==> config.mk <==
export PLATFORM = sky130hd
export DESIGN_NAME = mem_port_arbiter
export DESIGN_NICKNAME = d
export VERILOG_FILES = /design/src/rtl/mem_arb_pkg.sv /design/src/rtl/mem_port_arbiter_rr_arb2.sv /design/src/rtl/mem_port_arbiter.sv
export SDC_FILE = /design/constraint.sdc
export NUM_CORES = 1
export LEC_CHECK = 0
export ABC_AREA = 1
export CORE_ASPECT_RATIO = 0.7
export CORE_MARGIN = 4
export CORE_UTILIZATION = 40
export CTS_CLUSTER_SIZE = 8
export DETAILED_ROUTE_END_ITERATION = 6
export PLACE_DENSITY_LB_ADDON = 0.1
export SLEW_MARGIN = 20
export SYNTH_ARGS = -nofsm -noshare
export SYNTH_HDL_FRONTEND = slang
export SYNTH_SLANG_ARGS = --single-unit
export TNS_END_PERCENT = 10
==> constraint.sdc <==
create_clock -name clk -period 2.2 [get_ports clk]
set_input_delay 0.44 -clock clk [delete_from_list [all_inputs] [get_ports clk]]
set_output_delay 0.44 -clock clk [all_outputs]
set_load 0.05 [all_outputs]
==> src/rtl/mem_arb_pkg.sv <==
// Shared encodings and default sizes for the unified-memory port arbiter.
// Imported by the arbiter top and its round-robin picker.
package mem_arb_pkg;

  typedef enum logic {
    ST_IDLE   = 1'b0,
    ST_ACCESS = 1'b1
  } state_e;

  typedef enum logic {
    OWN_IF = 1'b0,
    OWN_D  = 1'b1
  } owner_e;

  localparam int DEF_ADDR_W    = 32;
  localparam int DEF_DATA_W    = 32;
  localparam int DEF_MEM_WORDS = 64;

endpackage

==> src/rtl/mem_port_arbiter_rr_arb2.sv <==
// Two-input round-robin picker: bit 0 is fetch, bit 1 is data.
// On a tie the requester that did not own the previous access wins.
module rr_arb2
  import mem_arb_pkg::*;
(
  input  logic [1:0] req,
  input  owner_e     last_owner,
  output logic [1:0] gnt
);

  // One-hot grant selection
  always_comb begin
    gnt = 2'b00;
    case (req)
      2'b01: gnt = 2'b01;
      2'b10: gnt = 2'b10;
      2'b11: begin
        if (last_owner == OWN_D) begin
          gnt = 2'b01;
        end else begin
          gnt = 2'b10;
        end
      end
      default: gnt = 2'b00;
    endcase
  end

endmodule

==> src/rtl/mem_port_arbiter.sv <==
// Shares one single-port memory between instruction fetch and data load/store.
// Each access is IDLE (latch winner) then ACCESS (drive memory), response in the next IDLE.
module mem_port_arbiter
  import mem_arb_pkg::*;
#(
  parameter int ADDR_W     = DEF_ADDR_W,
  parameter int DATA_W     = DEF_DATA_W,
  parameter int MEM_WORDS  = DEF_MEM_WORDS,
  parameter int ADDR_SHIFT = 0
) (
  input  logic              clk,
  input  logic              rst,
  input  logic              if_req,
  input  logic [ADDR_W-1:0] if_addr,
  output logic              if_gnt,
  output logic              if_rvalid,
  output logic [DATA_W-1:0] if_rdata,
  input  logic              d_req,
  input  logic              d_we,
  input  logic [ADDR_W-1:0] d_addr,
  input  logic [DATA_W-1:0] d_wdata,
  output logic              d_gnt,
  output logic              d_rvalid,
  output logic [DATA_W-1:0] d_rdata,
  output logic              rsp_err,
  output logic              mem_WrEn,
  output logic              mem_RdEn,
  output logic [ADDR_W-1:0] mem_addr,
  output logic [DATA_W-1:0] mem_WrData,
  input  logic [DATA_W-1:0] mem_rdata
);

  state_e              state_r;
  state_e              state_next_s;
  owner_e              last_owner_r;
  owner_e              owner_r;
  owner_e              win_owner_s;
  logic [ADDR_W-1:0]   addr_r;
  logic                we_r;
  logic [DATA_W-1:0]   wdata_r;
  logic [DATA_W-1:0]   if_rdata_r;
  logic [DATA_W-1:0]   d_rdata_r;
  logic                if_rvalid_r;
  logic                d_rvalid_r;
  logic                rsp_err_r;

  logic [1:0]          req_s;
  logic [1:0]          gnt_s;
  logic [ADDR_W-1:0]   idx_s;
  logic                in_range_s;
  logic [DATA_W-1:0]   rsp_data_s;

  assign req_s       = {d_req, if_req};
  assign win_owner_s = gnt_s[1] ? OWN_D : OWN_IF;
  assign idx_s       = addr_r >> ADDR_SHIFT;
  assign in_range_s  = (idx_s < ADDR_W'(MEM_WORDS));
  // Stores and out-of-range accesses return zero data
  assign rsp_data_s  = (in_range_s && !we_r) ? mem_rdata : {DATA_W{1'b0}};

  rr_arb2 u_rr_arb2 (
    .req        (req_s),
    .last_owner (last_owner_r),
    .gnt        (gnt_s)
  );

  // Next-state and memory/grant outputs, all decoded from registered state
  always_comb begin
    state_next_s = state_r;
    if_gnt       = 1'b0;
    d_gnt        = 1'b0;
    mem_WrEn     = 1'b0;
    mem_RdEn     = 1'b0;
    mem_addr     = {ADDR_W{1'b0}};
    mem_WrData   = {DATA_W{1'b0}};
    case (state_r)
      ST_IDLE: begin
        if (|req_s) begin
          state_next_s = ST_ACCESS;
        end else begin
          state_next_s = ST_IDLE;
        end
      end
      ST_ACCESS: begin
        state_next_s = ST_IDLE;
        if_gnt       = (owner_r == OWN_IF);
        d_gnt        = (owner_r == OWN_D);
        mem_addr     = idx_s;
        mem_WrData   = wdata_r;
        // Enables drop during reset so an interrupted store never commits
        if (in_range_s && !rst) begin
          mem_WrEn = we_r;
          mem_RdEn = !we_r;
        end else begin
          mem_WrEn = 1'b0;
          mem_RdEn = 1'b0;
        end
      end
      default: state_next_s = ST_IDLE;
    endcase
  end

  // State register, request latch and response registers
  always_ff @(posedge clk) begin
    if (rst) begin
      state_r      <= ST_IDLE;
      last_owner_r <= OWN_D;
      owner_r      <= OWN_IF;
      addr_r       <= {ADDR_W{1'b0}};
      we_r         <= 1'b0;
      wdata_r      <= {DATA_W{1'b0}};
      if_rdata_r   <= {DATA_W{1'b0}};
      d_rdata_r    <= {DATA_W{1'b0}};
      if_rvalid_r  <= 1'b0;
      d_rvalid_r   <= 1'b0;
      rsp_err_r    <= 1'b0;
    end else begin
      state_r     <= state_next_s;
      if_rvalid_r <= 1'b0;
      d_rvalid_r  <= 1'b0;
      rsp_err_r   <= 1'b0;
      case (state_r)
        ST_IDLE: begin
          if (|req_s) begin
            owner_r      <= win_owner_s;
            last_owner_r <= win_owner_s;
            if (gnt_s[1]) begin
              addr_r  <= d_addr;
              we_r    <= d_we;
              wdata_r <= d_wdata;
            end else begin
              addr_r  <= if_addr;
              we_r    <= 1'b0;
              wdata_r <= {DATA_W{1'b0}};
            end
          end
        end
        ST_ACCESS: begin
          rsp_err_r <= !in_range_s;
          if (owner_r == OWN_D) begin
            d_rvalid_r <= 1'b1;
            d_rdata_r  <= rsp_data_s;
          end else begin
            if_rvalid_r <= 1'b1;
            if_rdata_r  <= rsp_data_s;
          end
        end
        default: begin
          state_r <= ST_IDLE;
        end
      endcase
    end
  end

  assign if_rvalid = if_rvalid_r;
  assign if_rdata  = if_rdata_r;
  assign d_rvalid  = d_rvalid_r;
  assign d_rdata   = d_rdata_r;
  assign rsp_err   = rsp_err_r;

endmodule

# Word-level counts from Yosys, hierarchy flattened
# Cells that the tools add are included.
# W data, S select, Z words.
# op_classes
magnitude_cmp,1
eq_ne,3
muxes,19
bitwise,2
n_reduce_logical,10
# ops
cell,count
$mux W32,5
$lt A32 B7 Y1 const B,1
$mux W1,11
$pmux W2 S3,1
$reduce_and A2 Y1,3
$eq A2 B2 Y1 const B,2
$reduce_or A2 Y1,2
$logic_not A1 Y1,3
$eq A2 B1 Y1 const B,1
$logic_and A1 B1 Y1,2
$mux W2,1
$not A1 Y1,2
$pmux W1 S2,1
# totals
ff_bits,135
inputBits,133
out_inout_bits,135
word_cells,46

# Longest topological paths before layout
# Gate-level depths: netlist (run 1).
# logic_depth
depth_word,4
ltp_mapped,8
ltp_nobuf,7

# By module
# Synthesis (run 1) repeated with hierarchy kept, for this count alone.
# unflattened
hier_cells,798
area_unflattened_um2,5856.9
# modules_own_cells
module,n_inst,cells_per_inst,area_per_inst_um2,seq_area_each_um2
mem_port_arbiter,1,793,5835.6,2702.6
rr_arb2,1,5,21.3,0.0

# Worst setup path after synthesis (run 1)
# Ideal clock, no wire load.
# synth_timing
kind,input port to output port
start,input rst
end,output mem_RdEn
t_arrival_ns,2.492
required_time_ns,1.760
path_slack_ns,-0.732
cell_stages,5
path_buffers,2
cell_sequence,buf_2 > inv_2 > buf_2 > nand2_1 > nor4_1
# synth_between
elab_chain_cells,4
# synth_lines
element,line,source
from (decl),mem_port_arbiter.sv:12,"input logic rst,"
$logic_not A1 Y1,mem_port_arbiter.sv:90,if (in_range_s && !rst) begin
$logic_and A1 B1 Y1,mem_port_arbiter.sv:90,
$mux W1,mem_port_arbiter.sv:90,
$mux W1,mem_port_arbiter.sv:75,case (state_r)
to (decl),mem_port_arbiter.sv:27,"output logic mem_RdEn,"
# Every way passes these cells.

# Final worst setup path (run 1)
# Same ends and word-level chain as after synthesis.

==> metrics.md, run 1 <==
| Metric | Value |
|---|---|
| Grt ovf | `0` |
| Synthesized area | `5719 sq um` |
| Post-Syn Nets | `896` |
| Min cycle time layout | `2.112 ns` |
| Num rows | `36` |
| Die footprint | `16310 sq um` |
| Max Buffers Root-to-Sink | `2` |
| Worst Setup Start Kind | `input pin` |
| Setup_tns | `0 ns` |
| First DRT Iteration DRCs | `322` |
| Antenna Diode Count | `0` |
| CTS tree | `built` |
| Routability cong. | `0.7782` |
| Detailed Place HPWL | `12.63 mm` |
| Most frequent cells in the layout | `clkdlybuf4s50_1 (199), nand2_1 (174), dfxtp_1 (134)` |
| Clock Latency Late Sink | `0.41 ns` |
| Initial core utilization | `40.96%` |
| TritonCTS buffer count | `17` |
| Finish-stage setup viols | `0` |
| VDD IR-drop max | `0.5420 mV` |
| Crit path capture type | `output port` |
| Initial antenna violation count | `1` |
| Relative slew slack | `62.16%` |
| I/O pins | `268` |
| Worst hold path type | `flop to flop` |
| Fin. max-slew vios | `0` |
| Fill cells | `1179` |
| Die Y | `108.0 um` |
| Avg Inst Size Synth | `7.496 sq um` |
| Yosys top cell by area | `dfxtp_1` |
| Arrival @ worst endpoint | `1.67 ns` |
| CTS root buf | `clkbuf_16` |
| Final #Nets | `1136` |
| H-tree Lvls | `4` |
| Yosys warns | `0` |
| Max-Cap Viols | `0` |
| Via-per-instance ratio | `4.918` |
| Register area share after synthesis | `47.25%` |
| Status | `finished, final reports clean` |
| Synth async-reset ratio | `0%` |
| Total power | `6.953 mW` |
| CTS sink count | `135` |
| Library cells used by synthesis | `22` |
| Post-DR wirelength/cell | `15.47 um` |
| Routed vias | `5931` |
| Most common cell after layout, fill and taps aside | `clkdlybuf4s50_1` |
| Worst-path clk slew | `0.06 ns` |
| Total iterations of the first detailed-routing run | `4` |
| Pre-CTS setup slack | `0.07556 ns` |
| Area Growth Syn to Fin | `68.91%` |
| Setup ws final | `0.08789 ns` |
| Fin. Hold Viols | `0` |
| Pleak | `4.107 nW` |
| Port buffer count | `267` |
| Tot GR Track Use | `22.11%` |
| Final wirelength | `18.66 mm` |
| Crit path kind | `input pin to output port` |
| Cell count after synthesis | `763` |
| Final period utilization | `96.00%` |
| DRC Markers | `0` |
| Seq cells post-synth | `135` |
| Max Freq | `473.5 MHz` |
| Post-synth EDFFs | `0` |
| Share of cells above drive strength 1 | `15.75%` |
| Pin count of the biggest net entering global routing | `98` |
| Crit Path Max Fanout | `3` |
| Post-synth top flop | `dfxtp_1` |
| Worst-margin pin slew | `0.5659 ns` |
| Antenna Nets Post-Route | `0` |
| Die Wd | `150.9 um` |
| Top area cells in the synthesized netlist | `dfxtp_1 (47%), nand2_1 (11%), a21oi_1 (8.6%), o21ai_0 (8.4%), nand3_2 (5.1%)` |
| Minimum setup slack among reg-to-reg paths | `0.36 ns` |
| Number of global-route vias before repair | `5562` |
| First-pass GRT wire length | `28.62 mm` |
| Worst Clk Skew | `0.01371 ns` |
| Cells after DPL | `1173` |
| Top cell type's share of synthesized area | `47.25%` |
| Worst Path Required | `1.76 ns` |
| Core Area | `13960 sq um` |
| Power Density | `719.7 nW/um^2` |
| Post-Layout Cell Count | `1206` |
## layer usage
metal  part of all wire [%]  up-vias  GRT usage [%]  routed length (um)
met4                    2.1        2          7.309                 397
met2                     45      221          34.61                8306
li1                       -     3000              -                   -
met5                  0.070        -              0                  13
met1                     43     2676          28.47                8086
met3                    9.9       32          7.960                1852
## worst paths after layout
check                                              from                        to  cells past startpoint
worst max-delay path                                rst                  mem_RdEn                      5
worst min-delay path            wdata_r[6]$_SDFFE_PP0P_   wdata_r[6]$_SDFFE_PP0P_                      2
worst max register to register  addr_r[18]$_SDFFE_PP0P_  d_rdata[28]$_SDFFE_PP0P_                      9
worst min register to register  wdata_r[6]$_SDFFE_PP0P_   wdata_r[6]$_SDFFE_PP0P_                      2
## report_power, final
| group | internal [mW] | leakage, nW | switching, mW |
|---|---|---|---|
| combinational | 0.622 | 2.72 | 0.858 |
| clock | 1.62 | 0.281 | 1.16 |
| sequential | 2.61 | 1.11 | 0.0891 |
## what timing repair did
action	4_1_cts	5_1_grt
setup endpoints to repair	2	2
pin swaps	0	2
hold buffers	0	0
gates resized for setup	0	5
buffers inserted	0	1
## synth_stat cells (2+ instances only)
cell type,count
nor4_1,2
dfxtp_1,135
clkbuf_1,38
nand2_2,2
nand3_2,29
a21oi_1,98
inv_2,2
buf_1,3
nand3_1,37
nor2_1,22
buf_12,2
nand2_1,174
inv_1,67
a31oi_1,32
buf_4,2
buf_2,17
o21ai_0,96
## critical path, stage by stage
cell and delay [ns]:
clkdlybuf4s50_1 0.44, inv_2 0.10, nand2_1 0.16, nor4_4 0.34, buf_12 0.18
## registers in the layout, indices dropped and copies added, names as in the netlist
name	flops
owner_r	1
state_r	1
d_rdata	32
addr_r	32
wdata_r	32
if_rdata	32
rsp_err	1
we_r	1
d_rvalid	1
last_owner_r	1
if_rvalid	1
## per-stage QoR
step                      area (sq um)  hold WS (ns)  util [%]
after floorplan                   5732        0.4264         -
after global placement            9046        0.4531     64.78
after detailed placement          9046        0.4559     64.78
after CTS                         9625        0.4660     68.93
after global routing              9661        0.4810     69.18
final                             9661        0.4652     69.18
## final cells by class
class,instances,area (sq um),share of cell area [%]
clock buffers,19,442.9,4.585
clock inverters,13,136.4,1.412
inverters,70,262.8,2.720
multi-input cells,494,2489,25.76
flip-flops and latches,135,2704,27.99
well taps,190,237.7,2.461
repair buffers,285,3388,35.07
## logic make-up (layout without fill, tap and decap cells)
family | Yosys count | count (layout) | share of synthesized area, %
flops | 135 | 135 | 47.25
compound gates | 226 | 226 | 20.48
simple gates | 268 | 268 | 22.07
buf+inv | 134 | 387 | 10.19
Note: power is estimated with default switching activity, not from simulation.
==> run 2: changes to the inputs <==
--- a/config.mk
+++ b/config.mk
@@ -6,7 +6,6 @@
 export NUM_CORES = 1
 export LEC_CHECK = 0
 export ABC_AREA = 1
-export CORE_ASPECT_RATIO = 0.7
 export CORE_MARGIN = 4
 export CORE_UTILIZATION = 40
 export CTS_CLUSTER_SIZE = 8
==> constraint.sdc (replaced) <==
create_clock -name clk -period 2.43 [get_ports clk]
set_input_delay 0.486 -clock clk [delete_from_list [all_inputs] [get_ports clk]]
set_output_delay 0.486 -clock clk [all_outputs]
set_load 0.05 [all_outputs]
==> metrics.md, run 2 (synthesis results as in run 1) <==
| Metric | Value |
|---|---|
| Status | `finished, final reports clean (unchanged)` |
| Pre-CTS setup slack | `0.2015 ns (was 0.07556 ns)` |
| Antenna Nets Post-Route | `0 (unchanged)` |
| Arrival @ worst endpoint | `1.77 ns (was 1.67 ns)` |
| Detailed Place HPWL | `12.35 mm (was 12.63 mm)` |
| Worst Clk Skew | `0.006992 ns (was 0.01371 ns)` |
| Delay of the slowest critical-path stage | `0.36 ns (was 0.44 ns)` |
| Final #Nets | `1133 (was 1136)` |
| Power Density | `695.9 nW/um^2 (was 719.7 nW/um^2)` |
| Fin. Hold Viols | `0 (unchanged)` |
| Via-per-instance ratio | `4.878 (was 4.918)` |
| Setup repair bufs after CTS | `0 (unchanged)` |
| Most common cell after layout, fill and taps aside | `clkdlybuf4s50_1 (unchanged)` |
| Pin count of the biggest net entering global routing | `98 (unchanged)` |
| Die Wd | `127.6 um (was 150.9 um)` |
| Die Y | `127.6 um (was 108.0 um)` |
| Setup_tns | `0 ns (unchanged)` |
| Worst Path Required | `1.94 ns (was 1.76 ns)` |
| Tot GR Track Use | `20.94% (was 22.11%)` |
| Worst-margin pin slew | `0.8648 ns (was 0.5659 ns)` |
| I/O pins | `268 (unchanged)` |
| Setup ws final | `0.1751 ns (was 0.08789 ns)` |
| Max Freq | `443.5 MHz` |
| Initial core utilization | `41.04% (was 40.96%)` |
| Area Growth Syn to Fin | `57.65% (was 68.91%)` |
| Grt ovf | `0 (unchanged)` |
| First DRT Iteration DRCs | `363 (was 322)` |
| CTS sink count | `135 (unchanged)` |
| Routability cong. | `0.8084 (was 0.7782)` |
| Pleak | `4.120 nW (was 4.107 nW)` |
| CP max-delay cell | `nor4_2 (was clkdlybuf4s50_1)` |
| Crit path capture type | `output port (unchanged)` |
| Fill cells | `1219 (was 1179)` |
| CTS root buf | `clkbuf_16 (unchanged)` |
| Port buffer count | `267 (unchanged)` |
| Fin. max-slew vios | `0 (unchanged)` |
| Post-DR wirelength/cell | `14.93 um (was 15.47 um)` |
| Final period utilization | `92.80%` |
| Share of cells above drive strength 1 | `14.12% (was 15.75%)` |
| Min cycle time layout | `2.255 ns` |
| Crit Path Max Fanout | `3 (unchanged)` |
| VDD IR-drop max | `0.4482 mV (was 0.5420 mV)` |
| Max-Cap Viols | `0 (unchanged)` |
| H-tree Lvls | `4 (unchanged)` |
| Initial antenna violation count | `0 (was 1)` |
| Minimum setup slack among reg-to-reg paths | `0.63 ns (was 0.36 ns)` |
| Core Area | `13930 sq um (was 13960 sq um)` |
| Worst Setup Start Kind | `flop (was input pin)` |
| Die footprint | `16280 sq um (was 16310 sq um)` |
| Crit path kind | `flop to output port (was input pin to output port)` |
| Num rows | `43 (was 36)` |
| Worst-path clk slew | `0.06 ns (about the same)` |
| Critical path cell sequence | `nor2_1 -> nand2_1 -> nor2_2 -> nand2_2 -> nor4_2 -> buf_12 (was clkdlybuf4s50_1 -> inv_2 -> nand2_1 -> nor4_4 -> buf_12)` |
| Routed vias | `5820 (was 5931)` |
| CTS tree | `built (unchanged)` |
| Number of global-route vias before repair | `5411 (was 5562)` |
| Most frequent cells in the layout | `clkdlybuf4s50_1 (199), nand2_1 (174), dfxtp_1 (134) (unchanged)` |
| Relative slew slack | `42.35% (was 62.16%)` |
| Max Buffers Root-to-Sink | `2 (unchanged)` |
| RSZ-0062 raised after global routing | `no` |
| DRC Markers | `0 (unchanged)` |
| Antenna Diode Count | `0 (unchanged)` |
| Total iterations of the first detailed-routing run | `4 (unchanged)` |
| Clock Latency Late Sink | `0.41 ns (about the same)` |
| First-pass GRT wire length | `27.35 mm (was 28.62 mm)` |
| CTS Hold Buffers Added | `0 (unchanged)` |
| Final wirelength | `17.81 mm (was 18.66 mm)` |
| Finish-stage setup viols | `0 (unchanged)` |
| TritonCTS buffer count | `17 (unchanged)` |
| Worst hold path type | `flop to flop (unchanged)` |
## run 2: worst paths after layout
kind	startpoint	endpoint	depth (start not counted)
max reg2reg	state_r$_SDFF_PP0_	addr_r[15]$_SDFFE_PP0P_	5
min	wdata_r[18]$_SDFFE_PP0P_	wdata_r[18]$_SDFFE_PP0P_	2
min reg2reg	wdata_r[18]$_SDFFE_PP0P_	wdata_r[18]$_SDFFE_PP0P_	2
max	addr_r[8]$_SDFFE_PP0P_	mem_WrEn	6
## run 2: layout make-up
type                       count  area (sq um)  area share, %
inverter                      70         262.8          2.914
tap                          180         225.2          2.498
multi-input combinational    494          2461          27.30
clock inverter                13         153.9          1.707
timing repair buffer         282          2766          30.68
sequential                   135          2704          29.99
clock buffer                  19         442.9          4.913
## run 2: metal layers
layer	vias up	GRT usage, %	part of all wire (%)	wire [um]
met2	200	32.77	46	8156
met3	30	8.487	9.5	1692
li1	2986	-	-	-
met5	-	0	0	0
met4	0	8.302	2.6	464
met1	2604	25.77	42	7492
## run 2: critical path: cells and delay by family, from the launching register on
family / cells / cell delay, ns
buffers and inverters: 1 / 0.18
DFF: 1 / 0.32
and+or+nand+nor: 5 / 0.84
## run 2: what timing repair did
item,CTS,global route
setup endpoints to repair,1,12
hold endpoints to repair,0,0
gates resized for setup,1,12
## run 2: report_power, final
part | leakage, nW | switching [mW] | internal, mW
combinational | 2.73 | 0.744 | 0.478
clock | 0.285 | 0.974 | 1.63
sequential | 1.11 | 0.0843 | 2.36
## run 2: stage by stage
step	cell area, sq um	hold WS [ns]	instances	total power, mW	util, %
5_1_grt	9016	0.4784	1193	6.523	64.70
3_3_place_gp	8386	0.4481	1161	3.709	60.18
3_5_place_dp	8386	0.4508	1161	3.719	60.18
2_1_floorplan	5732	0.4264	763	3.194	-
4_1_cts	8986	0.4639	1193	6.325	64.49
6_report	9016	0.4636	1193	6.274	64.70
==> run 3: changes to the inputs <==
--- a/config.mk
+++ b/config.mk
@@ -6,6 +6,7 @@
 export NUM_CORES = 1
 export LEC_CHECK = 0
 export ABC_AREA = 1
+export ABC_CLOCK_PERIOD_IN_PS = 2430
 export CORE_MARGIN = 4
 export CORE_UTILIZATION = 40
 export CTS_CLUSTER_SIZE = 8
==> results of run 3 <==
Same layout as run 2: the final DEF is identical, and so are final timing and power.
==> edit: new RTL, config.mk and constraints of run 1 <==
Set the package constant `DEF_DATA_W` to 64 (it was 32).
--- a/src/rtl/mem_arb_pkg.sv
+++ b/src/rtl/mem_arb_pkg.sv
@@ -13,7 +13,7 @@
   } owner_e;
 
   localparam int DEF_ADDR_W    = 32;
-  localparam int DEF_DATA_W    = 32;
+  localparam int DEF_DATA_W    = 64;
   localparam int DEF_MEM_WORDS = 64;
 
 endpackage
Interface: changed (5 resized); port bits go from 268 to 428. The function was not compared with the original's and may differ.
==> edit against run 1 <==
  * Global-route usage is 2.9 points higher
  * Design area is 64% higher
  * Synthesized cell count is 61% higher
  * Via count is 63% higher
  * Total power is 65% higher
  * Synthesized area is 65% higher
  * Register-to-register slack worse by 70 ps
  * Sequential cell count is 96 higher
  * Non-clock buffer count is 166 higher
  * Clock skew hardly changed
  * Worst setup slack worse by 76 ps
  * Routed wire length is 85% higher
  * Core utilization is 0.21 points lower
  * Critical endpoint is now mem_WrEn
  * Highest routed layer is now met4
==> edit: results (changes against run 1) <==
[run_status]
outcome=finished clean

[sta]
hold_ws_ps=419  ; -46.0 ps
clock_skew_ps=13.4  ; -0.352 ps
worst_pin_slew_ps=740  ; +174 ps

[logic_synthesis]
async_flop_share_pct=0  ; unchanged
synth_common_cells=nand2_1 (239), dfxtp_1 (231), a21oi_1 (194)
ys_seq_area_share_pct=48.9  ; +1.6 points
synth_ff_type=dfxtp_1
ys_top_cells_by_area=dfxtp_1 (49%), a21oi_1 (10%), nand2_1 (9.5%), o21ai_0 (7.2%), nand3_2 (5.3%)
yosys.cell_types.count=21  ; -4.5%
synth_nets=1424  ; +59%
yosys_warnings=0  ; unchanged

[die]
dieArea_um2=26200  ; +61%

[global_routing]
antenna_found_initial=1  ; unchanged
grt_max_degree=162  ; +65%
met2_usage_pct=40.9  ; +6.3 points
grt_usage_pct=25.0  ; +2.9 points
grt_pass1_vias=9404  ; +69%
use_met1_pct=30.7  ; +2.3 points
grt_pass1_wl_um=52200  ; +82%
grt_util_met3_pct=8.67  ; +0.71 points

[placed_design]
portBuffers=427  ; +60%
placed_cell_area_um2=14900  ; +64%
hpwl_um=24000  ; +90%
gp_congestion=0.835  ; +7.2%

[hold_path]
hold_end=if_rvalid$_SDFF_PP0_
worst_hold_path_type=in2reg
holdPathStages=4  ; +2
min-delay-start=rst

[worst_setup_path]
ff2ff_path_depth=9  ; unchanged
crit_arrival_ps=1750  ; +80 ps
startpoint=addr_r[15]$_SDFFE_PP0P_
timing.rr.end=if_rdata[63]$_SDFFE_PP0P_
r2r_slack_ps=290  ; -70 ps
worst_r2r_startpoint=addr_r[24]$_SDFFE_PP0P_
critPathMaxFanout=3  ; unchanged
crit_path_end=mem_WrEn

[clocking]
root_buffer=clkbuf_16
cts.clk_slew.worst_paths_ps=50
numCtsBuffers=34  ; +17
cts_buffer_depth=3  ; +1
cts_max_level=2  ; -2
clk_latency_ps=500  ; +90 ps

[pwr]
p_sw_uw=3330  ; +58%
ir_worst_vdd_mv=0.489  ; -9.9%
p_leak_uw=0.00647  ; +58%

[final_layout]
nets=1799  ; +58%
drive_above_1_share_pct=14.7  ; -1.0 points

[route]
wl_per_cell_um=18.0  ; +17%
wl_met2_um=16200  ; +95%
top_layer=met4
first_pass_iters=5  ; +1
drt_iter0_drc=567  ; +76%
vias_per_cell=5.05  ; +2.6%
met1_length_um=13700  ; +69%
wl_met3_um=3450  ; +86%

## edit: metrics by stage
step | worst slack, ps | utilization (%) | power, uW | TNS, ps | cells
6_report | 11.5 | 69.0 | 11500 | 0 | 1918
5_1_grt | -75.5 | 69.0 | 11900 | -134 | 1918
4_1_cts | 3.26 | 68.8 | 11600 | 0 | 1915
3_5_place_dp | 259 | 64.8 | 7010 | 0 | 1876
3_3_place_gp | 329 | 64.8 | 6980 | 0 | 1876
2_1_floorplan | -193 | - | 5910 | -386 | 1227
## edit: layout make-up
cell class / instances / area, um^2
Multi-Input combinational cell: 782 / 3950
Inverter: 102 / 389
Timing Repair Buffer: 451 / 5580
Sequential cell: 231 / 4630
Clock inverter: 3 / 33.8
Antenna cell: 1 / 2.50
Fill cell: 1824 / 7120
Clock buffer: 36 / 858
Tap cell: 312 / 390
## edit: cells by family (layout without fill, tap and decap cells)
family / after synthesis / count (layout) / synth area share [%]
other: 0 / 1 / 0
AO/OA/AOI/OAI: 386 / 386 / 20.8
buffers and inverters: 214 / 592 / 10.0
AND/OR/NAND/NOR: 396 / 396 / 20.3
flip-flops: 231 / 231 / 48.9
## edit: repair_timing
item | 4_1_cts | 5_1_grt
hold buffers | 0 | 0
setup endpoints to repair | 2 | 5
buffers inserted | 0 | 2
gates resized for setup | 4 | 10
pin swaps | 0 | 8
## edit: critical path, cell delays in order (launching register included)
cell and delay (ps):
dfxtp_2 330, nor2_2 100, nand2_1 60, nor2_2 150
nand2_4 100, nor4_4 330, buf_12 180
## edit: power by group through the flow
stage | clock [uW] | combinational (uW) | sequential, uW
CTS | 4630 | 2360 | 4590
detailed placement | 0 | 2350 | 4660
finish | 4520 | 2360 | 4590
floorplan | 0 | 803 | 5110
global route | 4800 | 2510 | 4620
global placement | 0 | 2320 | 4660
